## src/rtl/sprite_draw.sv

```systemverilog
// sprite_draw: scaled, mirrored, animated sprite renderer with a 2-cycle address->ROM->pixel pipeline
module sprite_draw #(
  parameter int SPR_WIDTH   = 19,
  parameter int SPR_HEIGHT  = 27,
  parameter int WALK_FRAMES = 3,
  parameter int ANIM_DIV    = 6,
  parameter int CORDW       = 16,
  parameter int COLRW       = 4,
  parameter int ADDRW       = 12,
  parameter int TRANS_IDX   = 0
) (
  input  logic                    i_clk_pix,
  input  logic                    i_rst_n,
  input  logic                    i_frame,
  input  logic                    i_line,
  input  logic signed [CORDW-1:0] i_sx,
  input  logic signed [CORDW-1:0] i_sy,
  input  logic signed [CORDW-1:0] i_sprx,
  input  logic signed [CORDW-1:0] i_spry,
  input  logic [4:0]              i_scale_x,
  input  logic [4:0]              i_scale_y,
  input  logic                    i_face_left,
  input  logic                    i_walking,
  input  logic                    i_jumping,
  output logic [ADDRW-1:0]        o_rom_addr,
  input  logic [COLRW-1:0]        i_rom_data,
  output logic [COLRW-1:0]        o_pix,
  output logic                    o_drawing,
  output logic [2:0]              o_anim_frame
);
  localparam int CW = $clog2(SPR_WIDTH + 1);
  localparam int RW = $clog2(SPR_HEIGHT + 1);
  localparam int DW = $clog2(ANIM_DIV + 1);
  localparam int FRAME_SZ = SPR_WIDTH * SPR_HEIGHT;
  localparam logic [CW-1:0] COL_LAST = CW'(SPR_WIDTH - 1);
  localparam logic [RW-1:0] ROW_LAST = RW'(SPR_HEIGHT - 1);
  localparam logic [DW-1:0] DIV_LAST = DW'(ANIM_DIV - 1);
  localparam logic [2:0] WALK_LAST = 3'(WALK_FRAMES);
  localparam logic [2:0] JUMP_F = 3'(WALK_FRAMES + 1);
  localparam logic [COLRW-1:0] TRANS = COLRW'(TRANS_IDX);

  typedef enum logic [1:0] {IDLE_anim, WALK_anim, JUMP_anim} anim_t;
  typedef enum logic [1:0] {IDLE_line, WAIT_POS, SPR_LINE} line_t;

  anim_t anim_st;
  line_t line_st;
  logic signed [CORDW-1:0] sprx, spry, spry_e;
  logic [4:0] scx, scy, scx_n, scy_n, scy_e, ysub, ys, ysub_n, xsub, cur_xs;
  logic [RW-1:0] row, r, row_n;
  logic [CW-1:0] col, cur_col, col_sel;
  logic [DW-1:0] div;
  logic face, valid, row_act, ra, row_act_n, row_match, adv, ys_wrap;
  logic enter, in_span, x_wrap, last, span_d, opaque;

  // i_frame takes effect before a coincident i_line, so row tracking sees the freshly latched values
  always_comb begin
    scx_n = i_scale_x == 5'd0 ? 5'd1 : i_scale_x;
    scy_n = i_scale_y == 5'd0 ? 5'd1 : i_scale_y;
    spry_e = i_frame ? i_spry : spry;
    scy_e = i_frame ? scy_n : scy;
    ra = i_frame ? 1'b0 : row_act;
    r = i_frame ? '0 : row;
    ys = i_frame ? '0 : ysub;
    row_match = i_line && (i_frame || valid) && i_sy == spry_e;
    adv = i_line && ra && !row_match;
    ys_wrap = ys == scy_e - 5'd1;
    row_act_n = row_match || (ra && !(adv && ys_wrap && r == ROW_LAST));
    row_n = row_match ? '0 : (adv && ys_wrap) ? r + RW'(1) : r;
    ysub_n = row_match ? '0 : adv ? (ys_wrap ? 5'd0 : ys + 5'd1) : ys;
    enter = line_st == WAIT_POS && !i_line && i_sx == sprx;
    in_span = !i_line && (line_st == SPR_LINE || enter);
    cur_col = line_st == SPR_LINE ? col : '0;
    cur_xs = line_st == SPR_LINE ? xsub : 5'd0;
    x_wrap = cur_xs == scx - 5'd1;
    last = x_wrap && cur_col == COL_LAST;
    col_sel = face ? COL_LAST - cur_col : cur_col;
    o_rom_addr = in_span ? ADDRW'(32'(o_anim_frame) * FRAME_SZ + 32'(row) * SPR_WIDTH + 32'(col_sel)) : '0;
    opaque = span_d && i_rom_data != TRANS;
  end

  always_ff @(posedge i_clk_pix) begin
    if (!i_rst_n) begin
      anim_st <= IDLE_anim;
      line_st <= IDLE_line;
      sprx <= '0;
      spry <= '0;
      scx <= '0;
      scy <= '0;
      face <= 1'b0;
      valid <= 1'b0;
      div <= '0;
      row_act <= 1'b0;
      row <= '0;
      ysub <= '0;
      col <= '0;
      xsub <= '0;
      span_d <= 1'b0;
      o_anim_frame <= '0;
      o_drawing <= 1'b0;
      o_pix <= '0;
    end else begin
      if (i_frame) begin
        sprx <= i_sprx;
        spry <= i_spry;
        scx <= scx_n;
        scy <= scy_n;
        face <= i_face_left;
        valid <= 1'b1;
        if (i_jumping) begin
          anim_st <= JUMP_anim;
          o_anim_frame <= JUMP_F;
        end else if (!i_walking) begin
          anim_st <= IDLE_anim;
          o_anim_frame <= '0;
        end else if (anim_st != WALK_anim) begin
          anim_st <= WALK_anim;
          o_anim_frame <= 3'd1;
          div <= '0;
        end else begin
          div <= div == DIV_LAST ? '0 : div + DW'(1);
          if (div == DIV_LAST) o_anim_frame <= o_anim_frame == WALK_LAST ? 3'd1 : o_anim_frame + 3'd1;
        end
      end
      row_act <= row_act_n;
      row <= row_n;
      ysub <= ysub_n;
      line_st <= i_line ? (row_act_n ? WAIT_POS : IDLE_line) : in_span ? (last ? IDLE_line : SPR_LINE) : line_st;
      col <= x_wrap ? cur_col + CW'(1) : cur_col;
      xsub <= x_wrap ? 5'd0 : cur_xs + 5'd1;
      span_d <= in_span;
      o_drawing <= opaque;
      o_pix <= opaque ? i_rom_data : '0;
    end
  end
endmodule

```

## config.mk

```make
export PLATFORM = sky130hd
export DESIGN_NAME = sprite_draw
export DESIGN_NICKNAME = d
export VERILOG_FILES = /design/src/rtl/sprite_draw.sv
export SDC_FILE = /design/constraint.sdc
export NUM_CORES = 1
export LEC_CHECK = 0
export BUFFER_PORTS_ARGS = -buffer_cell sky130_fd_sc_hd__buf_2
export CORE_MARGIN = 4
export CORE_UTILIZATION = 50
export DETAILED_ROUTE_END_ITERATION = 8
export PLACE_DENSITY_LB_ADDON = 0.25
export REMOVE_ABC_BUFFERS = 1
export SYNTH_ARGS = -nofsm -noshare
export SYNTH_HDL_FRONTEND = slang
export SYNTH_SLANG_ARGS = --single-unit
```

## constraint.sdc

```tcl
create_clock -name i_clk_pix -period 5.23 [get_ports i_clk_pix]
set_input_delay 0.7845 -clock i_clk_pix [delete_from_list [all_inputs] [get_ports i_clk_pix]]
set_output_delay 0.7845 -clock i_clk_pix [all_outputs]
set_load 0.02 [all_outputs]
```

; ---- After elaboration in Yosys (flattened, before gate mapping)
; Cells that the tools add are included.
[word_totals]
reg_bits = 81
word_cells = 103
[op_classes]
addsub = 11
n_bitwise = 2
reduce_logical = 28
mux = 29
eq_ne = 13
n_mul = 2
[ops]
columns = operator, count
row1 = 5-bit 2-to-1 mux, 12
row2 = 16-bit equality test, 2
row3 = 3-bit 2-to-1 mux, 7
row4 = 5-bit by 1-bit adder with 5-bit output (second input constant), 4
row5 = 16-bit 2-to-1 mux, 1
row6 = 12-bit by 10-bit adder with 12-bit output, 1
row7 = 12-bit by 5-bit adder with 12-bit output, 1
row8 = 1-bit logical AND, 12
row9 = 3-bit by 10-bit multiplier with 12-bit output (second input constant), 1
row10 = 12-bit 2-to-1 mux, 1
row11 = 2-bit 2-to-1 mux, 6
row12 = 5-bit equality test, 2
row13 = 5-bit equality test (second input constant), 2
row14 = 5-bit logical NOT, 2
row15 = 5-bit by 5-bit multiplier with 10-bit output (second input constant), 1
row16 = 5-bit by 1-bit subtractor with 5-bit output (second input constant), 2
row17 = 3-bit by 1-bit adder with 3-bit output (second input constant), 2
row18 = 2-bit AND reduction, 3
row19 = 5-bit subtractor (first input constant), 1
row20 = 4-bit by 1-bit != test with 1-bit output (second input constant), 1
row21 = 4-bit nonzero test, 1
row22 = 2-bit OR reduction, 2
row23 = 3-bit by 2-bit equality test with 1-bit output (second input constant), 1
row24 = 3-bit equality test (second input constant), 1
row25 = 10 further kinds, 16

; ---- Logic depth before layout (Yosys ltp)
; Gate-level depths: netlist of the first run.
[depth]
depth_word = 12
mapped_depth = 23

; ---- Worst setup path after synthesis of the first run
; OpenSTA, ideal clock, no wires.
[synth_timing]
kind = register -> output
startpoint = register line_st[1]
endpoint = output port o_rom_addr[8]
arrival_ns = 4.614
setup_slack_ns = -0.169
t_required_ns = 4.445
path_buffers = 1
path_stages_with_launch = 23
path_cell_list = dfxtp_1 -> nor2b_1 -> clkbuf_1 -> nand2_1 -> ha_1 -> nand2_1 -> o21ai_0 -> ha_1 -> inv_1 -> fa_1 -> inv_1 -> ha_1 -> inv_1 -> fa_1 -> inv_1 -> ha_1 -> fa_1 -> a21o_1 -> a21oi_1 -> o21bai_1 -> a21oi_1 -> xor2_1 -> nor3_1
[synth_between]
elab_chain_cells = 6
word_cells_on_any_way = 11
classes_between = 2 x add/sub / 2 x eq/ne / 3 x mux / 4 x reduce/logical
[synth_rtl]
columns = item, line_no
row1 = "start, declared", 46  ; line_t line_st;
row2 = "start signal, assigned", 84  ; line_st <= IDLE_line;
row3 = "start signal, assigned", 127  ; line_st <= i_line ? (row_act_n ? WAIT_POS : IDLE_line) : in_span ? (last ? IDLE_line : SPR_LINE) : line_st;
row4 = 2-bit equality test or 2-bit by 1-bit equality test with 1-bit output (tied branches), "71, 72, 70"
row5 = 5-bit 2-to-1 mux or 1-bit logical AND (tied branches), "72, 70"
row6 = 5-bit subtractor or 1-bit logical AND (tied branches), "76, 70"
row7 = 5-bit 2-to-1 mux or 1-bit logical OR (tied branches), "76, 71"
row8 = 12-bit by 5-bit adder with 12-bit output or 1-bit logical AND (tied branches), "77, 71"
row9 = 12-bit 2-to-1 mux *, 77  ; o_rom_addr = in_span ? ADDRW'(32'(o_anim_frame) * FRAME_SZ + 32'(row) * SPR_WIDTH + 32'(col_sel)) : '0;
row10 = "end, declared", 25  ; output logic [ADDRW-1:0] o_rom_addr,
; Mark *: on every way between the ends. The rest lies on a longest branch, timed or not.

; ---- Worst setup path after layout of the first run
[layout_timing]
startpoint = register line_st[1]
endpoint = output port o_rom_addr[10]
; The elaborated chain is that of the path after synthesis.

==> results of run 1 <==
## state kept, by name (all words and copies together) (netlist names), 3 cells and up
register and cells:
o_pix 4, scx 5, ysub 5, o_anim_frame 3
scy 5, col 5, sprx 16, spry 16
row 5, div 3, xsub 5
## how the worst max path moves through the flow
stage	cells after the start	startpoint	endpoint	slack, ps
after CTS	22	line_st[1]	o_rom_addr[10]	-110
final	22	line_st[1]	o_rom_addr[10]	-160
after detailed placement	22	line_st[1]	o_rom_addr[10]	-100
after global placement	22	line_st[1]	o_rom_addr[10]	40
after floorplan	21	line_st[1]	o_rom_addr[8]	-540
after global routing	22	line_st[1]	o_rom_addr[10]	-370
## synthesized netlist by cell type (all sizes together), types with 5 or more instances
library cell and count:
nand3 17, a21oi 25, nor4 10, inv 38, nor3 15, nand2 32, ha 34, and2 9
xor2 20, buf 11, clkbuf 12, nor2b 12, xnor2 41, fa 8, o21ai 13, nor2 79
nand4 7, and3 5, dfxtp 81, nand2b 7, mux2i 42
## area by class of cell
cell class,count,share of cell area
Tap cell,133,0.0278
Clock inverter,6,0.0151
Sequential cell,81,0.272
Inverter,38,0.0239
Multi-Input combinational cell,426,0.534
Clock buffer,9,0.0207
Timing Repair Buffer,117,0.107
## per-stage QoR
step,TNS (ps),std cells
2_1_floorplan,-1700,545
3_3_place_gp,0,793
3_5_place_dp,-118,793
4_1_cts,-282,810
5_1_grt,-1230,810
6_report,-321,810
## per-layer routing
layer / global-route usage / vias to the layer above / part of all wire
met1: 0.224 / 1924 / 0.43
li1: - / 2148 / -
met5: 0 / - / 0
met3: 0.0528 / 16 / 0.078
met4: 0.0658 / 0 / 0.015
met2: 0.323 / 134 / 0.48
## cells by family (layout without fill, tap and decap cells)
group	after synthesis	in the layout
flops	81	81
xor+xnor	61	61
buf+inv	61	170
compound gates	69	69
simple gates	210	210
fa+ha+maj	42	42
mux	44	44
## repair_timing
item                       4_1_cts  5_1_grt
pin swaps                       17       16
resized for setup               23       12
setup endpoints to repair        5        7
setup buffers                    2        2
## power breakdown
| group | leakage [nW] | switching, mW | internal [mW] |
|---|---|---|---|
| registers | 0.664 | 0.0166 | 0.639 |
| logic | 1.95 | 0.0923 | 0.0907 |
| clock network | 0.106 | 0.232 | 0.269 |
| total | 2.72 | 0.341 | 0.999 |
## critical path: stages, from the launching register on
cell and delay, ps:
dfxtp_2 330, nor2b_4 180, nand2_2 100, ha_4 280, nand2_2 50, o21ai_2 70
ha_2 180, inv_2 40, fa_1 510, inv_2 50, ha_4 250, inv_2 30
fa_1 500, inv_1 40, ha_2 170, fa_2 340, a21o_1 200, a21oi_2 160
o21bai_1 90, a21oi_2 200, mux2i_1 200, o21a_1 150, buf_6 120
==> impl_metrics.json, run 1 <==
{
  "power_mw": 1.34,
  "ys.flop_type": "dfxtp_1",
  "areaGrowthSynthToFinish_pct": 20.0,
  "wire_per_inst_um": 13.3,
  "io_buffers": 104,
  "place_ws_ps": -97.5,
  "finClkSkew_ps": 9.71,
  "cts_sinks": 81,
  "routed_wl_um": 10800,
  "power_leakage_nw": 2.72,
  "synthCells": 568,
  "antennaDiodeCount": 0,
  "grt_max_degree": 66,
  "cts_buffers": 9,
  "synth_top_area_frac": 0.326,
  "status": "complete, but fails checks",
  "synth_xor_area_frac": 0.107,
  "worst_slack_ps": -157,
  "cts_tree": "yes",
  "start_util": 0.512,
  "period_share": 1.03,
  "multi_input_area_um2": 3200,
  "mostFrequentLayoutCells": "buf_2 (101), dfxtp_1 (79), nor2_1 (76)",
  "place_area_um2": 5640,
  "hold_ws_ps": 463,
  "utilization": 0.615,
  "slew_headroom": 0.392,
  "critPathArrivalTime_ps": 4600,
  "r2r_start": "scx[0]",
  "die_y_um": 108,
  "worstHoldStart": "span_d",
  "period_needed_ps": 5390,
  "dp_hpwl_um": 8090,
  "antenna_found_initial": 0,
  "path_class": "reg2out",
  "drt-initial-drc-count": 158,
  "grt_overflow": 0,
  "critPathRequiredTime_ps": 4450,
  "die_area_um2": 11600,
  "clockBufferDepth": 2,
  "yosysWarnings": 0,
  "syn_avg_cell_area_um2": 8.77,
  "synth_seq_area_share": 0.326,
  "die_w_um": 108,
  "whs_path_depth": 2,
  "viasPerCell": 5.21,
  "start_kind": "flip-flop",
  "core.rowCount": 36,
  "clock_latency_ps": 350,
  "critPathMaxFanout": 3,
  "synth_cell_types": 61,
  "synthMuxAreaShare": 0.0914,
  "rsz0062_at_grt": "true",
  "fin_area_um2": 5980,
  "ys_ff_latch": 81,
  "ios": 105,
  "pwr_density_cell_nw_per_um2": 224,
  "grt_usage": 0.188,
  "ir_drop_mv": 0.183,
  "layout_commonest_cell": "buf_2",
  "violations": "negative setup slack",
  "ant_nets": 0,
  "fmax_mhz": 186,
  "synth_area_um2": 4980,
  "gp_congestion": 0.890,
  "hold_end": "o_drawing",
  "first_pass_iters": 4,
  "h-tree-depth": 3,
  "grt_pass1_wl_um": 17800,
  "drive_gt1_frac": 0.260,
  "drcViolationCount": 0,
  "synth_top_family_by_area": "simple AND/OR/NAND/NOR gates",
  "seq_area_um2": 1620,
  "slew_violations": 0,
  "nets": 800,
  "grt_pass1_vias": 4038,
  "r2r_end": "line_st[1]",
  "synth-simple-area-share": 0.215,
  "clkTransAtPathRegs_ps": 90,
  "r2r_cells": 9,
  "yosysTopAreaCell": "dfxtp_1",
  "cp-end-kind": "output port",
  "r2r_slack_ps": 2590,
  "dr_total_vias": 4222,
  "synth-compound-area-share": 0.0932,
  "synth_edf_count": 0,
  "coreArea_um2": 9730,
  "synthArstFlopShare": 0,
  "cts_root_buffer": "clkbuf_8",
  "tightestPinTransition_ps": 912,
  "maxCapViolations": 0,
  "synth_fa_ha_area_frac": 0.118,
  "min_path_type": "reg2reg",
  "final_hold_viol_count": 0,
  "synth_area_leaders": "dfxtp_1 (33%), ha_1 (8.5%), mux2i_1 (8.2%)",
  "fillCellCount": 845,
  "finalSetupViolCount": 4,
  "postCtsHoldBufs": 0
}
No activity file was read; power rests on OpenSTA's default activity.
==> run 2, diff against run 1 <==
--- a/config.mk
+++ b/config.mk
@@ -7,7 +7,7 @@
 export LEC_CHECK = 0
 export BUFFER_PORTS_ARGS = -buffer_cell sky130_fd_sc_hd__buf_2
 export CORE_MARGIN = 4
-export CORE_UTILIZATION = 50
+export CORE_UTILIZATION = 40
 export DETAILED_ROUTE_END_ITERATION = 8
 export PLACE_DENSITY_LB_ADDON = 0.25
 export REMOVE_ABC_BUFFERS = 1
==> run 2 against run 1 <==
  * The run still ends with negative setup slack left
  * Sequential cell count did not move
  * Wire length up 6.1%
  * Via count fell by 0.12%
  * Largest power group is now the clock network
  * Critical path type unchanged
==> impl_metrics.json, run 2 (synthesis results as in run 1) <==
{
  "viasPerCell": 4.95,
  "clock_latency_ps": 330,
  "coreArea_um2": 12100,
  "die_w_um": 120,
  "start_kind": "flip-flop",
  "pwr_density_cell_nw_per_um2": 245,
  "power_leakage_nw": 2.78,
  "place_inst": 829,
  "wire_per_inst_um": 13.4,
  "grt_overflow": 0,
  "tightestPinTransition_ps": 645,
  "period_share": 1.02,
  "maxCapViolations": 0,
  "reg.largest.list": "sprx x16, spry x16",
  "dp_hpwl_um": 8570,
  "io_buffers": 104,
  "place_area_um2": 5690,
  "mostFrequentLayoutCells": "buf_2 (101), dfxtp_1 (80), nor2_1 (78)",
  "routed_wl_um": 11400,
  "cts_root_buffer": "clkbuf_16",
  "drt-initial-drc-count": 112,
  "drive_gt1_frac": 0.266,
  "cts_buffers": 9,
  "clkTransAtPathRegs_ps": 60,
  "critPathMaxFanout": 4,
  "areaGrowthSynthToFinish_pct": 24.2,
  "critPathArrivalTime_ps": 4560,
  "cts_tree": "yes",
  "critPathRequiredTime_ps": 4450,
  "final_hold_viol_count": 0,
  "ir_drop_mv": 0.132,
  "period_needed_ps": 5340,
  "die_y_um": 120,
  "worst_slack_ps": -111,
  "utilization": 0.511,
  "violations": "negative setup slack",
  "layout_commonest_cell": "buf_2",
  "die_area_um2": 14300,
  "rsz0062_at_grt": "true",
  "nets": 806,
  "path_class": "reg2out",
  "slew_violations": 0,
  "dr_total_vias": 4217,
  "instances_no_fill": 852,
  "finalSetupViolCount": 2,
  "clockBufferDepth": 2,
  "ant_nets": 0,
  "grt_usage": 0.165,
  "gp_congestion": 0.808,
  "cts_sinks": 81,
  "fin_tns_setup_ps": -131,
  "fmax_mhz": 187,
  "min_path_type": "reg2reg",
  "fin_area_um2": 6190,
  "h-tree-depth": 3,
  "antenna_found_initial": 0,
  "finClkSkew_ps": 4.38,
  "first_pass_iters": 4,
  "grt_pass1_wl_um": 19600,
  "slew_headroom": 0.570,
  "drcViolationCount": 0,
  "seq_area_um2": 1620,
  "status": "complete, but fails checks",
  "antennaDiodeCount": 0,
  "multi_input_area_um2": 3210,
  "hold_ws_ps": 473,
  "grt_max_degree": 58,
  "grt_pass1_vias": 4341,
  "ios": 105,
  "cp-end-kind": "output port",
  "fillCellCount": 1214,
  "postCtsHoldBufs": 0,
  "core.rowCount": 40,
  "start_util": 0.411
}
==> run 2: cell types whose count changed in the layout (fill, tap and decap cells not counted), sizes merged <==
cell,before,now
clkinvlp,1,3
clkbuf,9,10
buf,117,123
inv,40,38
==> run 2: path summary, 6_finish.rpt <==
check	cells past startpoint	start	end	slack [ps]
worst max-delay path	22	line_st[1]	o_rom_addr[10]	-110
worst min-delay path	2	span_d	o_drawing	470
worst max register to register	9	scx[0]	line_st[1]	2540
worst min register to register	2	span_d	o_drawing	470
==> run 2: area by class of cell <==
type,instances,area share
multi-input cells,426,0.519
well taps,168,0.0340
inverters,38,0.0230
clock buffers,10,0.0370
repair buffers,123,0.110
clock inverters,6,0.0148
flip-flops and latches,81,0.262
==> run 2: metrics by stage <==
| stage | power, mW | setup slack [ps] |
|---|---|---|
| after detailed placement | 0.857 | -173 |
| after CTS | 1.54 | -107 |
| after floorplan | 0.779 | -541 |
| final | 1.52 | -111 |
| after global placement | 0.850 | -31.9 |
| after global routing | 1.59 | -331 |
==> run 2: per-layer routing <==
metal  global-route usage  share of wire
met5                    0              0
met4               0.0558          0.015
met3               0.0372          0.054
met2                0.285           0.48
met1                0.203           0.45
==> run 2: worst max-delay path: stages, from the launching register on <==
cell and delay [ps]:
dfxtp_2 320, nor2b_4 180, nand2_2 100, ha_4 280, nand2_2 50, o21ai_2 70, ha_2 180, inv_2 40
fa_1 510, inv_2 50, ha_4 250, inv_2 30, fa_2 520, inv_2 40, ha_4 150, fa_2 340
a21o_1 170, a21oi_2 150, o21bai_1 90, a21oi_2 200, mux2i_1 210, o21a_1 170, buf_6 120
==> run 2: power breakdown <==
| group | switching [mW] | internal, mW | leakage, nW | total (mW) |
|---|---|---|---|---|
| clock network | 0.255 | 0.420 | 0.145 | 0.675 |
| registers | 0.0170 | 0.640 | 0.663 | 0.657 |
| logic | 0.0947 | 0.0912 | 1.97 | 0.186 |
| total | 0.367 | 1.15 | 2.78 | 1.52 |
==> run 2: what timing repair did <==
action	CTS	global route
gates resized for setup	26	10
endpoints found under the setup margin	5	6
setup buffers	6	2
pin swaps	17	13
